==> src/rtl/dac_pkg.sv <==
// dac_pkg: shared types and word format for the DAC update sequencer.
//   state_t  : sequencer FSM states
//   mk_word  : builds the 16-bit serializer word {2'b00, ch[1:0], code[11:0]}
package dac_pkg;

  typedef enum logic {
    IDLE = 1'b0,
    GAP  = 1'b1
  } state_t;

  localparam int WORD_W   = 16;
  localparam int CODE_W   = 12;
  localparam int CH_W     = 2;
  localparam int CODE_LSB = 0;
  localparam int ADDR_LSB = 12;

  // Bits 15:14 stay zero; the serializer treats them as reserved.
  function automatic logic [WORD_W-1:0] mk_word(input logic [CH_W-1:0]   ch,
                                                input logic [CODE_W-1:0] code);
    logic [WORD_W-1:0] w;
    w = '0;
    w[ADDR_LSB +: CH_W]   = ch;
    w[CODE_LSB +: CODE_W] = code;
    return w;
  endfunction

endpackage

==> src/rtl/dac_seq_rr_arb.sv <==
// rr_arb: combinational round-robin arbiter.
//   req     : per-channel request bits
//   last    : most recently granted channel; search starts at last+1
//   gnt_idx : granted channel (valid when gnt_any)
//   gnt_any : at least one request present
module rr_arb
  import dac_pkg::*;
#(
  parameter int NCH = 4
) (
  input  logic [NCH-1:0]  req,
  input  logic [CH_W-1:0] last,
  output logic [CH_W-1:0] gnt_idx,
  output logic            gnt_any
);

  // Distance of channel c from the search start (last+1), modulo NCH.
  // The requester with the smallest distance wins.
  int best_d;
  int d;

  always_comb begin
    gnt_idx = '0;
    gnt_any = 1'b0;
    best_d  = NCH;
    d       = 0;
    for (int c = 0; c < NCH; c++) begin
      d = c - int'(last) - 1;
      if (d < 0) d = d + NCH;
      if (req[c] && (d < best_d)) begin
        best_d  = d;
        gnt_idx = CH_W'(c);
        gnt_any = 1'b1;
      end
    end
  end

endmodule

==> src/rtl/dac_seq.sv <==
// dac_seq: multi-channel update sequencer feeding a serial DAC controller.
//   clk, rst      : clock, asynchronous active-high reset
//   wr_en/ch/data : channel code write; marks the channel pending
//   upd_all       : mark every channel pending (codes unchanged)
//   din, din_vld  : word and one-cycle strobe toward the serializer
//   busy          : frame gap running
//   done          : pulse in the last cycle of a frame gap
//   pend          : pending bits (status)
module dac_seq
  import dac_pkg::*;
#(
  parameter int NCH          = 4,
  parameter int DW           = 12,
  parameter int FRAME_CYCLES = 40
) (
  input  logic              clk,
  input  logic              rst,
  input  logic              wr_en,
  input  logic [CH_W-1:0]   wr_ch,
  input  logic [DW-1:0]     wr_data,
  input  logic              upd_all,
  output logic [WORD_W-1:0] din,
  output logic              din_vld,
  output logic              busy,
  output logic              done,
  output logic [NCH-1:0]    pend
);

  state_t                state, state_nxt;
  logic [NCH-1:0][DW-1:0] code;
  logic [CH_W-1:0]       last;
  logic [7:0]            cnt;
  logic [CH_W-1:0]       gnt_idx;
  logic                  gnt_any;
  logic                  take;
  logic                  wr_ok;
  logic [DW-1:0]         sel_code;

  // Writes to channels beyond NCH are dropped.
  assign wr_ok = wr_en && ({1'b0, wr_ch} < 3'(NCH));

  rr_arb #(.NCH(NCH)) u_arb (
    .req     (pend),
    .last    (last),
    .gnt_idx (gnt_idx),
    .gnt_any (gnt_any)
  );

  // ---------------- FSM: state register ----------------
  always_ff @(posedge clk or posedge rst) begin
    if (rst) state <= IDLE;
    else     state <= state_nxt;
  end

  // ---------------- FSM: next state ----------------
  always_comb begin
    state_nxt = state;
    case (state)
      IDLE:    if (gnt_any) state_nxt = GAP;
      GAP:     if (cnt == 8'd0) state_nxt = IDLE;
      default: state_nxt = IDLE;
    endcase
  end

  // ---------------- FSM: outputs ----------------
  always_comb begin
    busy = (state == GAP);
    take = (state == IDLE) && gnt_any;
  end

  // Granted code mux.
  always_comb begin
    sel_code = '0;
    for (int c = 0; c < NCH; c++)
      if (gnt_idx == CH_W'(c)) sel_code = code[c];
  end

  // Code registers and pending bits. A write or upd_all in the same edge
  // as a grant overrides the clear, so the channel goes out again later.
  always_ff @(posedge clk or posedge rst) begin
    if (rst) begin
      code <= '0;
      pend <= '0;
    end else begin
      for (int c = 0; c < NCH; c++) begin
        if (wr_ok && (wr_ch == CH_W'(c))) code[c] <= wr_data;
        if (upd_all || (wr_ok && (wr_ch == CH_W'(c))))
          pend[c] <= 1'b1;
        else if (take && (gnt_idx == CH_W'(c)))
          pend[c] <= 1'b0;
      end
    end
  end

  // Issue datapath and gap counter. din is only reloaded on a grant so it
  // holds the last word between frames.
  always_ff @(posedge clk or posedge rst) begin
    if (rst) begin
      din     <= '0;
      din_vld <= 1'b0;
      done    <= 1'b0;
      cnt     <= '0;
      last    <= CH_W'(NCH - 1);
    end else begin
      din_vld <= take;
      // Registered off cnt==1 so the pulse lands in the gap's final cycle.
      done    <= (state == GAP) && (cnt == 8'd1);
      if (take) begin
        din  <= mk_word(gnt_idx, sel_code);
        last <= gnt_idx;
        cnt  <= 8'(FRAME_CYCLES - 1);
      end else if ((state == GAP) && (cnt != 8'd0)) begin
        cnt <= cnt - 8'd1;
      end
    end
  end

endmodule

==> config.mk <==
export PLATFORM = sky130hd
export DESIGN_NAME = dac_seq
export DESIGN_NICKNAME = d
export VERILOG_FILES = /design/src/rtl/dac_pkg.sv /design/src/rtl/dac_seq_rr_arb.sv /design/src/rtl/dac_seq.sv
export SDC_FILE = /design/constraint.sdc
export NUM_CORES = 1
export LEC_CHECK = 0
export BUFFER_PORTS_ARGS = -buffer_cell sky130_fd_sc_hd__buf_4
export CAP_MARGIN = 20
export CELL_PAD_IN_SITES_DETAIL_PLACEMENT = 1
export CELL_PAD_IN_SITES_GLOBAL_PLACEMENT = 2
export CORE_UTILIZATION = 44
export DETAILED_ROUTE_END_ITERATION = 8
export PLACE_DENSITY = 0.95
export SLEW_MARGIN = 30
export SYNTH_ARGS = -nofsm -noshare
export SYNTH_HDL_FRONTEND = slang
export SYNTH_SLANG_ARGS = --single-unit
==> constraint.sdc <==
create_clock -name clk -period 11.79 [get_ports clk]
set_input_delay 2.358 -clock clk [delete_from_list [all_inputs] [get_ports clk]]
set_output_delay 2.358 -clock clk [all_outputs]
set_load 0.03 [all_outputs]
==> run_results.csv, run 1 <==
group,metric,value,unit
routing,drt_iter0_markers,150,
cells_and_area,multiInputGateArea,3750,um^2
cells_and_area,layout-drive-gt1-share,22.5,%
cells_and_area,ff_latch_area,1980,um^2
worst_hold_path,min-delay-path-class,"flip-flop to flip-flop",
clock_network,htreeDepth,3,
sta,whs,0.490,ns
synthesis,ys_types,65,
pwr,peakVddDrop,0.121,mV
routing,drc_errors,0,
sta,drv_slew,0,
pwr,finalPower,0.738,mW
synthesis,synth_edf_count,0,
synthesis,yosys.cell_count.top_type,"ha_1",
critical_path,crit_path_frequent_cell,"ha_1",
clock_network,clockBufferDepth,2,
synthesis,synth_top_area_share,33.3,%
synthesis,synth_seq_cells,79,
synthesis,yosys-top-cells-count,"98 x ha_1, 77 x dfrtp_1, 61 x mux2_2",
outcome,status,"finished clean",
pwr,power_density,110,nW/um^2
cells_and_area,layout.nets,748,
sta,fmax,115,MHz
die,die_w,117,um
synthesis,yosysSeqAreaShare,34.2,%
critical_path,worstPathRequired,12.06,ns
synthesis,synthArstFlopShare,100,%
critical_path,critPathBufInv,5,
cells_and_area,area_growth,15.6,%
die,start_util,45.5,%
placed_design,placed_cells,791,
sta,finClkSkew,0.00998,ns
sta,hold_viol,0,
routing,vias,4485,
routing,routed_wl,15300,um
global_routing,grt_antenna_before_repair,0,
clock_network,clkSinkCount,79,
placed_design,io_buffers,38,
routing,antenna_left,0,
synthesis,syn-instance-count,559,
die,dieHeight,117,um
sta,slew_headroom,40.2,%
die,die_area,13600,um^2
clock_network,cts_root_buf,"clkbuf_16",
synthesis,yosysWarnings,0,
routing,vias_per_cell,5.56,
synthesis,synth.avg_cell_area,10.4,um^2
pwr,cellLeakagePower,3.24,nW
critical_path,cp-start-kind,"flip-flop",
cells_and_area,antenna_cells,0,
global_routing,grt_max_degree,80,
clock_network,postCtsSetupBuffers,0,
synthesis,synth_area_leader_cell,"dfrtp_1",
critical_path,crit_type,"flip-flop to flip-flop",
die,rows,41,
global_routing,grt.overflow.total,0,
die,io_pins,41,
critical_path,crit_fanout,23,
global_routing,grt_pass1_wl,25100,um
synthesis,syn-cell-area,5790,um^2
sta,setup_violations,0,
job,cap_violations,0,
cells_and_area,stdcell_count,807,
routing,drt-pass1-iter-count,4,
global_routing,grt_pass1_vias,4934,
synthesis,synth_top_flop_cell,"dfrtp_1",
critical_path,worstPathArrival,8.95,ns
synthesis,yosys-top-cells-area,"dfrtp_1 33%, ha_1 21%, mux2_2 12%, nand2_1 3.2%, nor2_1 2.3%",
clock_network,clk_latency,0.34,ns
placed_design,place_congestion,0.847,
sta,rsz0062_at_grt,"false",
critical_path,critPathTopFamily,"compound AO/OA/AOI/OAI gates",
critical_path,cp-end-kind,"flip-flop",
sta,period_minus_slack,8.68,ns
critical_path,slowest_stage,"dfstp_2",
placed_design,place_hpwl,11200,um
sta,tightestPinTransition,0.879,ns
clock_network,clk_pin_slew,0.06,ns
clock_network,cts_buffers,9,
sta,fin_setup_tns,0,ns
clock_network,cts_tree,"done",
die,core,12700,um^2
clock_network,cts-resized-gates,0,
critical_path,slowest_delay,0.62,ns
global_routing,grt_usage,24.6,%
sta,min_period_over_period,73.6,%
cells_and_area,num-fill-cells,1450,
routing,route.detailed.wl_per_inst,19.0,um
clock_network,hold_buffers,0,
## path summary, 6_finish.rpt
| check | depth (start not counted) | startpoint | to | slack [ns] |
|---|---|---|---|---|
| worst max-delay path | 31 | last[0] | cnt[7] | 3.11 |
| worst max register to register | 31 | last[0] | cnt[7] | 3.11 |
| min in group asynchronous | 3 | rst | din[1] | 2.20 |
| worst min register to register | 2 | din[9] | din[9] | 0.49 |
| worst min-delay path | 2 | din[9] | din[9] | 0.49 |
| max in group asynchronous | 3 | rst | code[18] | 9.08 |
## logic make-up (layout without fill, tap and decap cells)
family          count (synthesis)  in the layout  share of synthesized area [%]
buf+inv                        50             90                           3.80
flops                          79             79                           34.2
xor+xnor                        7              7                           1.06
fa+ha+maj                     100            100                           21.9
other cells                     2             38                          0.130
mux                            63             63                           12.3
simple gates                  150            150                           13.2
compound gates                108            108                           13.5
## area by class of cell
| cell class | count | share of cell area, % |
|---|---|---|
| clock buffers | 13 | 4.04 |
| inverters | 32 | 1.81 |
| flip-flops and latches | 79 | 29.6 |
| clock inverters | 3 | 0.598 |
| repair buffers | 42 | 4.76 |
| well taps | 172 | 3.21 |
| multi-input cells | 466 | 56.0 |
## metal layers
layer	vias up	GRT usage [%]	share of wire, %
met5	-	0	0
met3	29	4.10	2.5
met4	0	10.0	2.6
met1	2256	27.7	41
met2	67	45.8	54
li1	2133	-	-
## metrics by stage
stage                     worst slack [ns]  utilization, %  area, um^2
after global placement                3.65            50.1        6380
after CTS                             3.10            52.6        6690
after global routing                  2.46            52.6        6700
final                                 3.11            52.6        6700
after floorplan                       4.91               -        5930
after detailed placement              3.18            50.2        6380
## cells in the final DEF, fill, tap and decap left out, types with 13 or more instances in the layout
master and count:
ha_1 98, dfrtp_1 77, mux2_2 61, nand2_1 50
buf_4 41, conb_1 38, nor2_1 35, inv_1 30
a21oi_1 24, o22ai_1 13
## power breakdown
part / total, mW / internal (mW) / switching [mW]
logic: 0.131 / 0.0606 / 0.0705
clock network: 0.286 / 0.181 / 0.105
registers: 0.321 / 0.303 / 0.0184
total: 0.738 / 0.544 / 0.194
## worst register-to-register path, delay by kind of cell, from the launching register on
family	cells	cell delay (ns)
mux	2	0.37
flops	1	0.62
fa+ha+maj	4	1.25
buf+inv	5	1.73
compound gates	13	2.86
simple gates	7	1.76
## flip-flops by register name, summed over array words and instances (netlist names)
name / flops
cnt: 8
din_vld: 1
last: 2
code: 48
din: 14
done: 1
pend: 4
busy: 1
Note: power is estimated with default switching activity, not from simulation.
==> run 2: changes to the inputs <==
--- a/config.mk
+++ b/config.mk
@@ -9,9 +9,9 @@
 export CAP_MARGIN = 20
 export CELL_PAD_IN_SITES_DETAIL_PLACEMENT = 1
 export CELL_PAD_IN_SITES_GLOBAL_PLACEMENT = 2
-export CORE_UTILIZATION = 44
+export CORE_UTILIZATION = 40
 export DETAILED_ROUTE_END_ITERATION = 8
-export PLACE_DENSITY = 0.95
+export PLACE_DENSITY = 0.9
 export SLEW_MARGIN = 30
 export SYNTH_ARGS = -nofsm -noshare
 export SYNTH_HDL_FRONTEND = slang
==> constraint.sdc (replaced) <==
create_clock -name clk -period 8.6 [get_ports clk]
set_input_delay 1.72 -clock clk [delete_from_list [all_inputs] [get_ports clk]]
set_output_delay 1.72 -clock clk [all_outputs]
set_load 0.03 [all_outputs]
==> run 2 against run 1 <==
Via count fell by 1.2%; combinational power rose by 34%; critical path type unchanged; wire length fell by 4.8%; worst setup slack got worse by 2.4 ns; die area rose by 9.8%; total power rose by 37%; sequential share of layout area fell by 0.11 points; clock-buffer cell count fell by 1; worst hold slack got worse by 0.011 ns; highest routed layer unchanged; design area rose by 0.37%; largest cell class unchanged; sequential power rose by 36%; first-iteration DRC count rose by 4.7%.
==> run_results.csv, run 2 (synthesis results as in run 1) <==
group,metric,value,unit
sta,drv_slew,0,
clock_network,cts_root_buf,"clkbuf_16",
critical_path,slowest_stage,"dfstp_2",
die,start_util,41.4,%
routing,drt-pass1-iter-count,4,
placed_design,place_congestion,0.895,
cells_and_area,area_growth,16.0,%
cells_and_area,most-common-layout-cells,"98 x ha_1, 77 x dfrtp_1, 61 x mux2_2, 50 x nand2_1, 43 x buf_4",
pwr,peakVddDrop,0.151,mV
cells_and_area,layout.nets,750,
routing,vias_per_cell,5.43,
worst_hold_path,whs_path_depth,1,
worst_hold_path,min-delay-path-class,"flip-flop to flip-flop",
die,die_area,15000,um^2
critical_path,rr_worst_depth,29,
clock_network,clkSinkCount,79,
critical_path,crit_fanout,17,
routing,drc_errors,0,
cells_and_area,reg.largest.list,"code x48, din x14, cnt x8",
pwr,finalPower,1.01,mW
critical_path,slowest_delay,0.61,ns
placed_design,place_hpwl,10900,um
clock_network,clockBufferDepth,2,
routing,dr_wl_met2,7590,um
global_routing,grt_usage,21.0,%
critical_path,crit_type,"flip-flop to flip-flop",
cells_and_area,fin_area,6720,um^2
routing,wl_met1,6260,um
critical_path,timing.rr.end,"din[10]",
clock_network,clk_pin_slew,0.06,ns
clock_network,postCtsSetupBuffers,0,
critical_path,cp-start-kind,"flip-flop",
worst_hold_path,min_to,"done",
clock_network,cts_tree,"done",
cells_and_area,largest_reg_flops,48,
die,rows,43,
routing,vias,4433,
routing,drt_iter0_markers,157,
placed_design,io_buffers,38,
cells_and_area,stdcell_count,817,
sta,fin_setup_tns,0,ns
critical_path,worstPathArrival,8.09,ns
cells_and_area,antenna_cells,0,
sta,slew_headroom,44.7,%
worst_hold_path,hold_start,"cnt[2]",
global_routing,grt.overflow.total,0,
routing,antenna_left,0,
sta,fmax,127,MHz
routing,routed_wl,14600,um
sta,min_period_over_period,91.3,%
pwr,power_density,151,nW/um^2
critical_path,r2r_slack,0.75,ns
clock_network,hold_buffers,0,
cells_and_area,final_common_cell,"ha_1",
global_routing,grt_max_degree,80,
cells_and_area,regMostFlops,"code",
sta,period_minus_slack,7.85,ns
clock_network,cts_buffers,9,
global_routing,grt_pass1_wl,23900,um
cells_and_area,layout-drive-gt1-share,22.6,%
clock_network,clk_latency,0.34,ns
sta,rsz0062_at_grt,"false",
critical_path,cp-end-kind,"flip-flop",
routing,route.detailed.wl_per_inst,17.8,um
clock_network,htreeDepth,3,
die,die_w,122,um
placed_design,placed_cells,801,
critical_path,reg2reg_from,"last[0]",
job,cap_violations,0,
global_routing,grt_pass1_vias,4761,
sta,finClkSkew,0.00565,ns
die,core,14000,um^2
critical_path,worstPathRequired,8.84,ns
clock_network,cts-resized-gates,0,
outcome,status,"finished clean",
sta,hold_viol,0,
die,io_pins,41,
sta,setup_violations,0,
critical_path,crit_path_frequent_cell,"ha_1",
die,dieHeight,122,um
global_routing,grt_antenna_before_repair,0,
placed_design,dpl-instance-area,6400,um^2
routing,wl_met3,333,um
pwr,cellLeakagePower,3.25,nW
sta,tightestPinTransition,0.827,ns
routing,top_layer,"met4",
run 2: worst max path at each step:
stage,end,startpoint,depth (start not counted)
global placement,din[12],last[0],29
CTS,din[10],last[0],29
finish,din[10],last[0],29
global route,pend[2],last[0],29
detailed placement,din[10],last[0],29
floorplan,din[1],last[0],31
run 2: per-stage QoR:
step                      setup WS, ns  hold WS (ns)  util [%]
final                            0.747         0.479      48.1
after global routing             0.154         0.507      48.1
after global placement            1.10         0.473      45.8
after detailed placement         0.849         0.476      45.8
after CTS                        0.785         0.482      48.0
after floorplan                   1.72         0.447         -
run 2: layer usage:
metal / vias up / GRT usage, %
li1: 2134 / -
met1: 2208 / 25.2
met2: 63 / 37.6
met3: 28 / 2.70
met4: 0 / 8.77
met5: - / 0
run 2: worst max-delay path: cells and delay by family (launching register included):
kind | cells | cell delay, ns
compound gates | 13 | 2.53
simple gates | 9 | 2.46
fa+ha+maj | 4 | 1.18
buf+inv | 2 | 0.75
flops | 1 | 0.61
mux | 1 | 0.21
run 2: report_power, final:
part / internal [mW] / switching, mW / leakage [nW]
clock: 0.261 / 0.139 / 0.157
sequential: 0.415 / 0.0218 / 0.943
combinational: 0.0831 / 0.0926 / 2.15
run 2: cell type report:
cell class                      instances  area (um^2)
Inverter                               32          121
Fill cell                            1605         7270
Tap cell                              180          225
Sequential cell                        79         1980
Timing Repair Buffer                   44          334
Clock inverter                          4         70.1
Clock buffer                           12          246
Multi-Input combinational cell        466         3750
==> run 3: changes to the inputs <==
--- a/config.mk
+++ b/config.mk
@@ -9,6 +9,7 @@
 export CAP_MARGIN = 20
 export CELL_PAD_IN_SITES_DETAIL_PLACEMENT = 1
 export CELL_PAD_IN_SITES_GLOBAL_PLACEMENT = 2
+export CORE_MARGIN = 2
 export CORE_UTILIZATION = 40
 export DETAILED_ROUTE_END_ITERATION = 8
 export PLACE_DENSITY = 0.9
==> run 3 against run 2 <==
Maximum frequency grew 1.5%; clock power shrank 11%; worst hold slack gained 0.015 ns; final cell count grew 0.12%; non-clock buffer count grew 1; design area shrank 0.39%; highest routed layer unchanged.
==> run_results.csv, run 3 (synthesis results as in run 1) <==
group,metric,value,unit
outcome,status,"finished clean",
cells_and_area,largest_reg_flops,48,
job,cap_violations,0,
placed_design,place_hpwl,11300,um
routing,antenna_left,0,
clock_network,cts-resized-gates,0,
clock_network,hold_buffers,0,
cells_and_area,most-common-layout-cells,"98 x ha_1, 77 x dfrtp_1, 61 x mux2_2, 50 x nand2_1, 44 x buf_4",
clock_network,cts_tree,"done",
worst_hold_path,min_to,"done",
sta,min_period_over_period,89.9,%
global_routing,grt_pass1_vias,5061,
die,die_area,15500,um^2
cells_and_area,fin_area,6700,um^2
clock_network,htreeDepth,3,
clock_network,cts_buffers,9,
sta,hold_viol,0,
sta,tightestPinTransition,0.833,ns
routing,vias,4508,
sta,whs,0.494,ns
cells_and_area,layout-drive-gt1-share,22.6,%
cells_and_area,stdcell_count,818,
cells_and_area,num-fill-cells,1577,
worst_hold_path,whs_path_depth,1,
critical_path,cp-start-kind,"flip-flop",
critical_path,crit_path_frequent_cell,"ha_1",
worst_hold_path,hold_start,"cnt[7]",
placed_design,post-place-ws,0.993,ns
placed_design,dpl-instance-area,6410,um^2
critical_path,critPathBufInv,3,
routing,route.detailed.wl_per_inst,18.3,um
critical_path,slowest_stage,"dfstp_2",
global_routing,grt_pass1_wl,25300,um
sta,slew_headroom,44.3,%
critical_path,slowest_delay,0.57,ns
global_routing,grt_usage,20.0,%
sta,drv_slew,0,
placed_design,placed_cells,802,
routing,drt-pass1-iter-count,6,
sta,fmax,129,MHz
critical_path,worstPathArrival,7.93,ns
global_routing,grt.overflow.total,0,
routing,drc_errors,0,
placed_design,io_buffers,38,
cells_and_area,layout.nets,751,
die,core,14000,um^2
pwr,peakVddDrop,0.122,mV
cells_and_area,reg.largest.list,"code x48, din x14, cnt x8",
critical_path,crit_fanout,16,
global_routing,grt_antenna_before_repair,0,
placed_design,place_congestion,0.922,
sta,finClkSkew,0.00650,ns
pwr,power_density,145,nW/um^2
routing,routed_wl,15000,um
critical_path,crit_type,"flip-flop to flip-flop",
critical_path,r2r_slack,0.87,ns
sta,rsz0062_at_grt,"false",
clock_network,clk_pin_slew,0.06,ns
cells_and_area,final_common_cell,"ha_1",
sta,fin_setup_tns,0,ns
die,io_pins,41,
clock_network,postCtsSetupBuffers,0,
pwr,cellLeakagePower,3.23,nW
critical_path,rr_worst_depth,30,
routing,vias_per_cell,5.51,
critical_path,worstPathRequired,8.80,ns
die,dieHeight,124,um
clock_network,clkSinkCount,79,
die,start_util,41.4,%
die,rows,43,
cells_and_area,antenna_cells,0,
cells_and_area,regMostFlops,"code",
critical_path,timing.rr.end,"din[8]",
routing,drt_iter0_markers,145,
clock_network,clk_latency,0.33,ns
sta,setup_ws,0.866,ns
die,die_w,124,um
clock_network,cts_root_buf,"clkbuf_16",
clock_network,clockBufferDepth,2,
cells_and_area,area_growth,15.6,%
worst_hold_path,min-delay-path-class,"flip-flop to flip-flop",
global_routing,grt_max_degree,80,
sta,period_minus_slack,7.73,ns
critical_path,crit_cells,30,
critical_path,critPathTopFamily,"simple AND/OR/NAND/NOR gates",
sta,setup_violations,0,
critical_path,cp-end-kind,"flip-flop",
critical_path,reg2reg_from,"last[1]",
[run 3: cell count changes in the layout (fill, tap and decap cells not counted)]
cell	before	now
bufinv_16	2	0
clkinv_2	3	2
buf_4	43	44
clkbuf_1	2	3
clkbuf_8	1	3
[run 3: cell type report]
class                      count  area, um^2  share of cell area [%]
inverter                      32         121                    1.81
multi-input combinational    466        3750                    55.9
clock buffer                  15         278                    4.15
clock inverter                 1        5.00                  0.0747
sequential                    79        1980                    29.6
tap                          180         225                    3.36
timing repair buffer          45         342                    5.10
[run 3: worst max path at each step]
stage / startpoint / endpoint
finish: last[1] / din[8]
detailed placement: last[0] / cnt[3]
floorplan: last[0] / din[1]
CTS: last[0] / cnt[3]
global placement: last[0] / din[12]
global route: last[0] / din[6]
[run 3: per-stage QoR]
step	total power, mW	util, %
after CTS	0.973	47.8
final	0.968	47.9
after detailed placement	0.615	45.8
after floorplan	0.569	-
after global placement	0.600	45.8
after global routing	1.01	47.9
[run 3: per-layer routing]
metal,vias up,wire length [um],global-route usage [%]
met5,-,0,0
met4,0,415,7.34
met3,33,471,3.31
met2,83,7660,36.0
met1,2261,6440,24.0
li1,2131,-,-
[run 3: where the power goes]
group          leakage [nW]  switching, mW  internal [mW]
Clock                 0.140          0.137          0.219
Combinational          2.15         0.0923         0.0832
Sequential            0.943         0.0225          0.415
Total                  3.23          0.251          0.717
[run 3: worst register-to-register path: cells and delay by family (launching register included)]
family          cells  cell delay, ns
flops               1            0.57
fa+ha+maj           4            1.31
buf+inv             3            0.68
simple gates       10            2.63
compound gates     12            2.34
mux                 1            0.09
